`src/rtl/bias_add_pkg.sv`:
```
// Shared width helpers and fixed-point primitives for the bias-add datapath.
// Lane vectors are declared in each user as logic [LANES-1:0][WIDTH-1:0].
package bias_add_pkg;

    // Wide signed carrier for the fixed-point helpers; callers size-cast the result.
    typedef logic signed [63:0] fx_wide_t;

    function automatic int int_bits(input int total, input int frac);
        return total - frac;
    endfunction

    // Wide enough that data + aligned bias can never overflow.
    function automatic int sum_width(input int din_p0, input int din_p1,
                                     input int b_p0, input int b_p1);
        int di;
        int bi;
        di = int_bits(din_p0, din_p1);
        bi = int_bits(b_p0, b_p1);
        return ((di > bi) ? di : bi) + din_p1 + 2;
    endfunction

    function automatic int cnt_width(input int depth);
        return $clog2(depth) + 1;
    endfunction

    // Positive sh moves the point left (multiply); negative truncates toward -inf.
    function automatic fx_wide_t fx_align(input fx_wide_t v, input int sh);
        fx_wide_t r;
        if (sh >= 0) r = v <<< sh;
        else         r = v >>> (-sh);
        return r;
    endfunction

    function automatic fx_wide_t fx_saturate(input fx_wide_t v, input int n);
        fx_wide_t hi;
        fx_wide_t lo;
        fx_wide_t r;
        hi = (fx_wide_t'(1) <<< (n - 1)) - fx_wide_t'(1);
        lo = -(fx_wide_t'(1) <<< (n - 1));
        if (v > hi)      r = hi;
        else if (v < lo) r = lo;
        else             r = v;
        return r;
    endfunction

endpackage

```
`src/rtl/bias_add_pipe_reg.sv`:
```
// One elastic valid/ready register stage; accepts whenever empty or being drained.
module bias_add_pipe_reg #(
    parameter int WIDTH = 8
) (
    input  logic             clk,
    input  logic             rst,
    input  logic             valid_i,
    input  logic [WIDTH-1:0] data_i,
    output logic             accept_o,
    output logic             valid_o,
    output logic [WIDTH-1:0] data_o,
    input  logic             ready_i
);

    logic             vld_q;
    logic [WIDTH-1:0] data_q;

    assign accept_o = !vld_q || ready_i;
    assign valid_o  = vld_q;
    assign data_o   = data_q;

    always_ff @(posedge clk or negedge rst) begin
        if (!rst) begin
            vld_q  <= 1'b0;
            data_q <= '0;
        end else if (accept_o) begin
            vld_q <= valid_i;
            // Payload only moves on a real beat so a stalled output stays stable.
            if (valid_i) data_q <= data_i;
        end
    end

endmodule

```
`src/rtl/encoder_bias_add.sv`:
```
// Joins matmul-result and bias streams, adds them lane-wise with format alignment,
// saturates to the output format and emits through two elastic stages with a row-end flag.
module encoder_bias_add
    import bias_add_pkg::*;
#(
    parameter int DATA_IN_0_PRECISION_0  = 16,
    parameter int DATA_IN_0_PRECISION_1  = 3,
    parameter int BIAS_PRECISION_0       = 16,
    parameter int BIAS_PRECISION_1       = 3,
    parameter int DATA_OUT_0_PRECISION_0 = 16,
    parameter int DATA_OUT_0_PRECISION_1 = 3,
    parameter int TENSOR_SIZE_DIM_0      = 32,
    parameter int PARALLELISM_DIM_0      = 1,
    parameter int PARALLELISM_DIM_1      = 1,
    parameter int OUT_DEPTH              = TENSOR_SIZE_DIM_0 / PARALLELISM_DIM_0
) (
    input  logic clk,
    input  logic rst,
    input  logic [PARALLELISM_DIM_0*PARALLELISM_DIM_1-1:0][DATA_IN_0_PRECISION_0-1:0]  data_in_0,
    input  logic data_in_0_valid,
    output logic data_in_0_ready,
    input  logic [PARALLELISM_DIM_0*PARALLELISM_DIM_1-1:0][BIAS_PRECISION_0-1:0]       bias,
    input  logic bias_valid,
    output logic bias_ready,
    output logic [PARALLELISM_DIM_0*PARALLELISM_DIM_1-1:0][DATA_OUT_0_PRECISION_0-1:0] data_out_0,
    output logic data_out_0_valid,
    input  logic data_out_0_ready,
    output logic data_out_0_last
);

    localparam int L       = PARALLELISM_DIM_0 * PARALLELISM_DIM_1;
    localparam int SUM_W   = sum_width(DATA_IN_0_PRECISION_0, DATA_IN_0_PRECISION_1,
                                       BIAS_PRECISION_0, BIAS_PRECISION_1);
    localparam int CNT_W   = cnt_width(OUT_DEPTH);
    localparam int BIAS_SH = DATA_IN_0_PRECISION_1 - BIAS_PRECISION_1;
    localparam int OUT_SH  = DATA_OUT_0_PRECISION_1 - DATA_IN_0_PRECISION_1;
    localparam int A_W     = L * SUM_W + 1;
    localparam int B_W     = L * DATA_OUT_0_PRECISION_0 + 1;

    typedef logic [L-1:0][SUM_W-1:0]                  sum_vec_t;
    typedef logic [L-1:0][DATA_OUT_0_PRECISION_0-1:0] out_vec_t;

    logic             a_accept;
    logic             b_accept;
    logic             fire;
    logic             fire_last;
    logic [CNT_W-1:0] cnt_q;
    logic [CNT_W-1:0] cnt_d;

    sum_vec_t         sum_d;
    sum_vec_t         a_sum;
    logic             a_valid;
    logic             a_last;
    logic [A_W-1:0]   a_data;

    out_vec_t         res_d;
    logic [B_W-1:0]   b_data;

    // Each side is only ready when the other is offering, so the streams never slip.
    assign data_in_0_ready = bias_valid && a_accept;
    assign bias_ready      = data_in_0_valid && a_accept;
    assign fire            = data_in_0_valid && bias_valid && a_accept;

    assign fire_last = (cnt_q == CNT_W'(OUT_DEPTH - 1));

    always_comb begin
        cnt_d = cnt_q;
        if (fire) cnt_d = fire_last ? '0 : cnt_q + CNT_W'(1);
    end

    always_ff @(posedge clk or negedge rst) begin
        if (!rst) cnt_q <= '0;
        else      cnt_q <= cnt_d;
    end

    for (genvar l = 0; l < L; l++) begin : g_lane
        assign sum_d[l] = SUM_W'(fx_wide_t'(signed'(data_in_0[l]))
                                 + fx_align(fx_wide_t'(signed'(bias[l])), BIAS_SH));
        assign res_d[l] = DATA_OUT_0_PRECISION_0'(
                              fx_saturate(fx_align(fx_wide_t'(signed'(a_sum[l])), OUT_SH),
                                          DATA_OUT_0_PRECISION_0));
    end

    bias_add_pipe_reg #(.WIDTH(A_W)) u_stage_a (
        .clk      (clk),
        .rst      (rst),
        .valid_i  (fire),
        .data_i   ({fire_last, sum_d}),
        .accept_o (a_accept),
        .valid_o  (a_valid),
        .data_o   (a_data),
        .ready_i  (b_accept)
    );

    assign {a_last, a_sum} = a_data;

    bias_add_pipe_reg #(.WIDTH(B_W)) u_stage_b (
        .clk      (clk),
        .rst      (rst),
        .valid_i  (a_valid),
        .data_i   ({a_last, res_d}),
        .accept_o (b_accept),
        .valid_o  (data_out_0_valid),
        .data_o   (b_data),
        .ready_i  (data_out_0_ready)
    );

    assign {data_out_0_last, data_out_0} = b_data;

endmodule

```
`config.mk`:
```
export PLATFORM = sky130hd
export DESIGN_NAME = encoder_bias_add
export DESIGN_NICKNAME = d
export VERILOG_FILES = /design/src/rtl/bias_add_pkg.sv /design/src/rtl/bias_add_pipe_reg.sv /design/src/rtl/encoder_bias_add.sv
export SDC_FILE = /design/constraint.sdc
export NUM_CORES = 1
export LEC_CHECK = 0
export CAP_MARGIN = 20
export CORE_MARGIN = 2
export CORE_UTILIZATION = 45
export CTS_CLUSTER_SIZE = 16
export DETAILED_ROUTE_END_ITERATION = 6
export PLACE_DENSITY_LB_ADDON = 0.1
export SLEW_MARGIN = 20
export SYNTH_ARGS = -nofsm -noshare
export SYNTH_HDL_FRONTEND = slang
export SYNTH_HIERARCHICAL = 1
export SYNTH_SLANG_ARGS = --single-unit
export TNS_END_PERCENT = 50
```
`constraint.sdc`:
```
create_clock -name clk -period 2.4 [get_ports clk]
set_input_delay 0.48 -clock clk [delete_from_list [all_inputs] [get_ports clk]]
set_output_delay 0.48 -clock clk [all_outputs]
set_load 0.02 [all_outputs]
```
---- Yosys cells after proc, flatten, opt, wreduce, memory -nomap -nowiden ----
Cells that the tools add are included.
word-level totals
  register bits after elaboration ......... 44
operators by class
  mux-type cells .......................... 3
  order comparisons ....................... 2
  eq/ne operators ......................... 1
  reduce and logical (&&, ||, !) cells .... 10
  add/subtract/negate cells ............... 2
operators by type and width
  cell                  count
  $mux 16               2
  $gt 18x16->1 const B  1
  $lt 18x16->1 const B  1
  $add 16x16->17        1
  $add 6x1->6 const B   1
  $eq 6x5->1 const B    1
  $mux 6                1
  $logic_and 1x1->1     4
  $reduce_and 2->1      2
  $logic_not 1->1       2
  $logic_or 1x1->1      2

---- Depth between registers and ports, before layout ----
  depth in word-level cells ............... 5
  depth in mapped cells ................... 7

---- By module ----
Netlist, hierarchy kept.
modules (own cells, without submodules)
  module                          cells an instance  instances  area an instance (um2)
  encoder_bias_add                234                1          1507.7
  bias_add_pipe_reg at u_stage_a  43                 1          794.5
  bias_add_pipe_reg at u_stage_b  39                 1          732.0

---- Worst setup path after synthesis ----
No wires, ideal clock.
  path kind ............................... input to register
  start point ............................. in data_in_0[0] (netlist bit)
  end point ............................... reg u_stage_a.data_q[12] (netlist: u_stage_a/data_o[12])
  setup slack ............................. -0.078 ns
  data required time ...................... 2.275 ns
  cell stages on the path ................. 7
  data arrival time ....................... 2.353 ns
  cell sequence ........................... ha_1 fa_1 a21o_1 a221o_1 a41o_1 o211a_1 mux2_4
RTL lines
  what                  RTL line                 RTL
  from (decl)           encoder_bias_add.sv:19   input logic [PARALLELISM_DIM_0*PARALLELISM_DIM_1-1:0][DATA_IN_0_PRECISION_0-1:0] data_in_0,
  to (signal assigned)  bias_add_pipe_reg.sv:29  if (valid_i) data_q <= data_i;
  to (decl)             bias_add_pipe_reg.sv:16  logic [WIDTH-1:0] data_q;

==> metrics.md <==
| Metric | Value |
|---|---|
| Buf/Inv on CP | 1 |
| Fin crit share | 0.994 |
| Top-count cell post-synth | nor2_1 |
| ANT cells | 0 |
| Cell variety after synth | 47 |
| Clk sinks | 44 |
| DRT Pass-1 Iters | 4 |
| CTS tree | done |
| CP max FO | 5 |
| Syn Inst Count | 316 |
| Worst Path Arrival | 2.57 ns |
| CP Capture Type | register |
| Routability cong. | 0.832 |
| Synth Flop Type | dfrtp_1 |
| CTS Buf Count | 5 |
| Cell accounting for the most synthesized area | dfrtp_1 |
| Pwr/cell area | 830 nW/um^2 |
| Port buffer count | 56 |
| Setup Buffers After CTS | 0 |
| # DRC | 0 |
| Seq cells post-synth | 44 |
| Fin Hold WS | 0.159 ns |
| Pin count of the biggest net entering global routing | 32 |
| Via count | 2,506 |
| Worst path top cell family by delay | compound AO/OA/AOI/OAI gates |
| Crit path cell chain | dlygate4sd2_1 -> ha_2 -> fa_2 -> a21o_1 -> a221o_1 -> a41o_1 -> o211a_1 -> mux2_4 |
| # H-tree levels | 2 |
| Share of flip-flops with an asynchronous set or reset | 1.00 |
| Critical path's slowest cell | a221o_1 |
| Synth area leaders | dfrtp_1, mux2_4, ha_1, nor2_1, mux2_2 |
| Sequential share of the synthesized area | 0.363 |
| Syn Std Cell Area | 3030 um^2 |
| Initial Utilization | 0.472 |
| Die H | 86.1 um |
| Post-route minimum period | 2.39 ns |
| Die Span X | 86.1 um |
| Vias in the first global route | 2,379 |
| Pleak | 1.94 nW |
| CP Launch Type | primary input |
| Avg Vias per Cell | 5.17 |
| GRT overflow | 0 |
| Drt total wl | 6.18 mm |
| Dpl hpwl | 4.81 mm |
| Least-Margin Pin Slew | 0.876 ns |
| Clock latency on the worst-skew pair | 0.30 ns |
| Core footprint | 6420 um^2 |
| Clk root buf | clkbuf_8 |
| RSZ-0062 raised after global routing | true |
| Rel. slew slack | 0.416 |
| Initial DRC Count | 104 |
| Rows | 29 |
| List of most frequent post-synthesis cells | nor2_1, dfrtp_1, a21oi_1, nand2_1, mux2_4 |
| Hold Crit Class | in -> async |
| GRT Total Usage | 0.177 |
| VDD IR max | 286 uV |
| Syn nets | 371 |
| Final setup fails | 0 |
| Status | finished clean |
| Max cap viols | 0 |
| CTS max path bufs | 2 |
| Ys Warns | 6 |
| Footprint of the multi-input gates | 1860 um^2 |
| Fmax achieved | 419 MHz |
| Share of the synthesized area in the top cell type | 0.363 |
| Initial antenna violation count | 0 |
| Crit Path Class | in -> reg |
| Post-route ant nets | 0 |
| Register area | 1100 um^2 |
| Syn avg cell area | 9.60 um^2 |
| Area delta synth->final | 33.0% |
| Drt wl/cell | 12.8 um |
| Fin. max-slew vios | 0 |
| Fillers | 560 |
| Die area | 7420 um^2 |
| Nets | 462 |
| CP Data Required Time | 2.59 ns |
| Worst-path clk slew | 0.08 ns |
| Final Total Pwr | 3.35 mW |
| Final Skew | 0.00757 ns |
| EDFF count, synth | 0 |
| CP max stage delay | 0.38 ns |
| I/O pin cnt | 57 |
| First-pass GRT wire length | 10.7 mm |
| Share of layout cells above drive strength 1 | 0.235 |
| Final Hold Vio Count | 0 |
==> metal layers <==
metal	share of wire	routed length (um)	vias to the layer above	GRT usage
met1	0.48	2980	1128	0.236
met2	0.45	2780	55	0.282
li1	-	-	1311	-
met3	0.040	248	12	0.0327
met4	0.028	174	0	0.0779
met5	0	0	-	0
==> flip-flops by register name, indices dropped and copies added (netlist names) <==
register and flops:
u_stage_a/data_o 19, u_stage_b/data_o 17, u_stage_a/valid_o 1, cnt_q 6, u_stage_b/valid_o 1
==> timing repair <==
item | in CTS | in global routing
pin swaps | 6 | 0
hold buffers | 0 | 0
endpoints found under the hold margin | 0 | 0
setup endpoints to repair | 5 | 7
resized for setup | 6 | 5
==> cells in the final DEF (no fill, tap or decap), types with 3 or more instances in the layout <==
master and instances:
nor2_1 51, clkdlybuf4s50_1 49, dfrtp_1 44, buf_4 42, nand2_1 26, a21oi_1 26, mux2_4 20, mux2_2 16
ha_1 15, a21o_1 10, nand3_1 9, nor3_1 9, xnor2_1 9, o21ai_0 6, clkbuf_8 6, and3_1 5
a211oi_1 5, inv_1 4, dlygate4sd2_1 4, nand2b_1 3, nor2b_1 3, o211a_1 3, and2_1 3
==> through the flow <==
| step | instance area, um^2 | instances | TNS, ns | setup WS (ns) | utilization |
|---|---|---|---|---|---|
| 2_1_floorplan | 3040 | 316 | 0 | 0.00299 | - |
| 3_3_place_gp | 3930 | 477 | -3.49 | -0.478 | 0.611 |
| 3_5_place_dp | 3930 | 477 | -3.91 | -0.515 | 0.611 |
| 4_1_cts | 4030 | 485 | 0 | 0.00577 | 0.627 |
| 5_1_grt | 4040 | 485 | -0.0728 | -0.0401 | 0.628 |
| 6_report | 4040 | 485 | 0 | 0.0135 | 0.628 |
==> cell families (layout without fill, tap and decap cells) <==
kind of cell,after synthesis,in the layout,synth area share
flip-flops,44,44,0.363
XOR/XNOR,11,11,0.0318
multiplexers,36,36,0.158
buffers and inverters,18,110,0.0309
AO/OA/AOI/OAI,70,70,0.157
adder cells (fa/ha/maj),18,18,0.0767
AND/OR/NAND/NOR,119,119,0.183
==> worst register-to-register path, cell delays in order (launching register included) <==
cell and delay [ns]:
dfrtp_1 0.41, nand2b_4 0.08, nand2b_4 0.12, nand3_1 0.08, inv_1 0.19, nand2_4 0.25
mux2_4 0.38
==> final timing paths <==
check                      cells past startpoint  slack, ns                     startpoint                               end
setup / recovery                               8       0.01                        bias[0]  u_stage_a/data_o[12]$_DFFE_PN0P_
hold / removal                                 1       0.16                            rst              cnt_q[1]$_DFFE_PN0P_
setup reg to reg                               6       0.78  u_stage_b/valid_o$_DFFE_PN0P_  u_stage_a/data_o[13]$_DFFE_PN0P_
hold reg to reg                                1       0.49           cnt_q[4]$_DFFE_PN0P_              cnt_q[4]$_DFFE_PN0P_
max in group asynchronous                      2       1.67                            rst   u_stage_b/data_o[2]$_DFFE_PN0P_
min in group clk                               1       0.49           cnt_q[4]$_DFFE_PN0P_              cnt_q[4]$_DFFE_PN0P_
==> report_power, final <==
| group | total, mW | switching (mW) | internal, mW | leakage (nW) |
|---|---|---|---|---|
| Clock | 0.474 | 0.239 | 0.235 | 0.0455 |
| Combinational | 1.59 | 0.693 | 0.900 | 1.36 |
| Sequential | 1.28 | 0.263 | 1.02 | 0.530 |
| Total | 3.35 | 1.19 | 2.15 | 1.94 |
==> cell type report <==
cell class / count / share of cell area
clock buffers: 8 / 0.0223
inverters: 4 / 0.00372
multi-input cells: 254 / 0.462
flip-flops and latches: 44 / 0.273
well taps: 77 / 0.0239
repair buffers: 98 / 0.216
(Power assumes the default switching activity.)
==> edit 1: new RTL, config.mk and constraints unchanged <==
Set the parameter `DATA_IN_0_PRECISION_0` to 32 (it was 16).
--- a/src/rtl/encoder_bias_add.sv
+++ b/src/rtl/encoder_bias_add.sv
@@ -3,7 +3,7 @@
 module encoder_bias_add
     import bias_add_pkg::*;
 #(
-    parameter int DATA_IN_0_PRECISION_0  = 16,
+    parameter int DATA_IN_0_PRECISION_0  = 32,
     parameter int DATA_IN_0_PRECISION_1  = 3,
     parameter int BIAS_PRECISION_0       = 16,
     parameter int BIAS_PRECISION_1       = 3,
Ports: changed (resized data_in_0); port bits go from 57 to 73. No check against the original RTL was run, so the function may have changed too.
==> edit 1 against the original RTL <==
Routed wire length grew 90%. Largest cell class unchanged. Final area grew 76%. Combinational power grew 35%. Critical path type unchanged. Area after synthesis grew 47%. The run now ends with negative setup slack left. Non-clock buffer count grew 103. Sequential power grew 25%. Setup slack lost 83 ps. Highest routed layer unchanged. Sequential cell count grew 16. Core utilization grew 10 points. Largest power group unchanged. Total power grew 36%.
==> edit 1: results (changes against the original RTL) <==
[run_status]
status=finished, violations left
violations=negative setup slack

[synth]
synth-adder-area-share_pct=9.71  ; +2.0 points
ys_top_cells_by_area=dfrtp_1, mux2_4, ha_1
synth_fp_nets=528  ; +42%
synth-compound-area-share_pct=15.9  ; +0.28 points
ys_seq_area_share_pct=33.7  ; -2.6 points
synth_commonest_cells=nand2_1, dfrtp_1, mux2_4
synth_top_family_by_area=multiplexers
ys_types=61  ; +30%

[final_layout]
nFillCells=689  ; +23%
drive_gt1_share_pct=46.4  ; +23 points
fin_nets=728  ; +58%

[setup_path]
ff2ff_setup_slack_ps=490  ; -290 ps
rr_endpoint=u_stage_b/data_o[3]
cp_max_fo=6  ; +1
max_stage_delay_ps=350  ; -30 ps
r2r_cells=5  ; -1

[pwr]
seq_power_mw=1.60  ; +25%
p_switching_mw=1.51  ; +26%
ir_drop_mv=0.449  ; +57%
power_mw=4.56  ; +36%
leakagePower_nw=3.25  ; +68%

[clock_tree]
post_cts_buffers=14  ; +14
cts_buffers=9  ; +4
postCtsResizedCells=159  ; +153
path_clk_slew_ps=60  ; -20 ps
htreeDepth=3  ; +1

[timing]
hold_ws_ps=128  ; -31.6 ps
worstMarginPinSlew_ps=372  ; -504 ps
fin_ws_ps=-69.4  ; -82.8 ps
finalSetupViolations=4  ; +4

[route]
viasPerCell=5.23  ; +1.1%
wl_per_cell_um=15.1  ; +19%
met3WireLength_um=327  ; +32%
routedLengthMet1_mm=5.25  ; +76%
drt_iter0_drc=156  ; +50%
wl_met2_mm=6.00  ; +120%

[placed_design]
dpl-instance-area_sq_mm=0.00625  ; +59%
portBuffers=72  ; +29%
place_congestion=0.877  ; +5.4%

[grt]
grt_max_degree=61  ; +91%
grt_first_pass_wirelength_mm=19.5  ; +83%
met3_usage_pct=3.59  ; +0.31 points
grt_use_met2_pct=39.5  ; +11 points
use_met1_pct=28.4  ; +4.9 points

[edit 1: cell count changes in the layout (fill, tap and decap cells not counted), moves of 8 or more]
cell / change
buf_4: +71
nor2_1: -37
nand2_1: +30
ha_4: +23
mux2_4: +20
clkdlybuf4s50_1: -19
dfrtp_1: +16
buf_6: +15
o21ai_2: +10
clkdlybuf4s15_1: +9
a21oi_2: +8
xnor2_1: +8
xor2_1: +8
[edit 1: stage by stage]
stage	TNS (ps)	instances	worst slack (ps)
global placement	-15580	739	-830
finish	-168	777	-69.4
global route	-938	777	-197
detailed placement	-17140	739	-894
floorplan	-752	441	-157
CTS	-198	768	-97.1
[edit 1: layout make-up]
type,instances,area [sq um],share of cell area [%]
timing repair buffer,201,1780,25.1
clock buffer,13,169,2.38
clock inverter,1,7.51,0.106
sequential,60,1500,21.2
tap,133,166,2.35
multi-input combinational,361,3440,48.5
inverter,8,30.0,0.424
==> edit 2: new RTL, same settings <==
Without the edit above. Compare `cnt_q` against `CNT_W'(OUT_DEPTH - 1)` with >= in place of ==.
--- a/src/rtl/encoder_bias_add.sv
+++ b/src/rtl/encoder_bias_add.sv
@@ -61,7 +61,7 @@
     assign bias_ready      = data_in_0_valid && a_accept;
     assign fire            = data_in_0_valid && bias_valid && a_accept;
 
-    assign fire_last = (cnt_q == CNT_W'(OUT_DEPTH - 1));
+    assign fire_last = (cnt_q >= CNT_W'(OUT_DEPTH - 1));
 
     always_comb begin
         cnt_d = cnt_q;
Behaviour: same outputs for any inputs over 10 cycles, from zero or initial values and one cycle with rst low; that may be too few to reach the edited logic, so the function may still have changed.
==> edit 2 against the original RTL <==
Count of clock-buffer cells in the layout down 2. Area after synthesis down 5.4%. Total power down 0.76%. Global-route usage down 0.65 points. Setup slack better by 31 ps. Final area down 0.90%. Routed wire length down 8.6%. Sequential cell count unchanged. Clock skew up 2.7 ps. Final cell count down 5.6%.
==> edit 2: results (changes against the original RTL) <==
[final_layout]
drive_gt1_share_pct=30.2  ; +6.7 points
nNonClkInverters=2  ; -2
buffer_area_share_pct=21.2  ; -0.37 points
sh_seq_area_pct=27.5  ; +0.25 points
multi_input_area_sq_mm=0.00187  ; +0.34%
n_all_buffers=95  ; -3.1%
fin_nets=436  ; -5.6%
fin_cells=458  ; -5.6%
nFillCells=530  ; -5.4%
final-clk-cell-share_pct=1.94  ; -0.29 points

[timing]
layout_min_cycle_time_ps=2360  ; -31.3 ps
worstMarginPinSlew_ps=844  ; -32.1 ps

[setup_path]
crit_end=u_stage_a/data_o[14]
r2r_cells=8  ; +2
crit_start=data_in_0[0]
rr_endpoint=u_stage_a/data_o[1]
cp_max_fo=3  ; -2
arrival_ps=2590  ; +20 ps

[placed_design]
place_congestion=0.823  ; -1.1%
placed_cells=446  ; -6.5%
post-place-ws_ps=-698  ; -184 ps
dpl-instance-area_sq_mm=0.00377  ; -4.0%

[run_status]
status=finished, final reports clean

[synth]
synth-adder-area-share_pct=8.10  ; +0.43 points
synthMuxAreaShare_pct=17.1  ; +1.3 points
synth_fp_nets=344  ; -7.3%
synth-compound-area-share_pct=12.7  ; -2.9 points
synth_xor_area_share_pct=3.97  ; +0.79 points
synth_cells=289  ; -8.5%
ys_types=44  ; -6.4%
synth_commonest_cells=nor2_1, dfrtp_1, nand2_1
ys_seq_area_share_pct=38.3  ; +2.1 points
ys_top_cells_by_area=dfrtp_1, mux2_4, ha_1

[grt]
grt_first_pass_wirelength_mm=10.1  ; -5.6%
grt_use_total_pct=17.1  ; -0.65 points
grt_max_degree=33  ; +3.1%

[route]
drt_iter0_drc=79  ; -24%
via_count=2317  ; -7.5%

[pwr]
p_clk_mw=0.424  ; -11%
leakagePower_nw=1.88  ; -2.8%
p_clk_share_pct=12.8  ; -1.3 points

edit 2: cell types whose count changed after synthesis, moves of 3 or more:
cell	before	now
nand3_1	9	3
a21o_1	10	7
and3_1	5	0
nand2_1	26	30
nor3_1	10	2
o21ai_0	7	13
a211oi_1	5	1
o211a_1	3	0
xor2_1	2	6
edit 2: critical path, cell delays in order:
cell and delay (ps):
buf_8 100, ha_4 150, fa_2 370, a21oi_4 150
o21ai_2 70, and4_1 210, o311a_4 380, o311a_4 320
a211oi_2 200, mux2_4 160
edit 2: kinds of logic after synthesis:
family	Yosys count
AO/OA/AOI/OAI	58
XOR/XNOR	13
adder cells (fa/ha/maj)	18
buffers and inverters	12
flip-flops	44
multiplexers	37
AND/OR/NAND/NOR	107
edit 2: routing by layer:
layer,routed length (um),vias up,GRT usage [%]
li1,-,1189,-
met1,2820,1067,23.9
met2,2540,53,27.5
met3,222,8,2.67
met4,76,0,4.84
met5,0,-,0
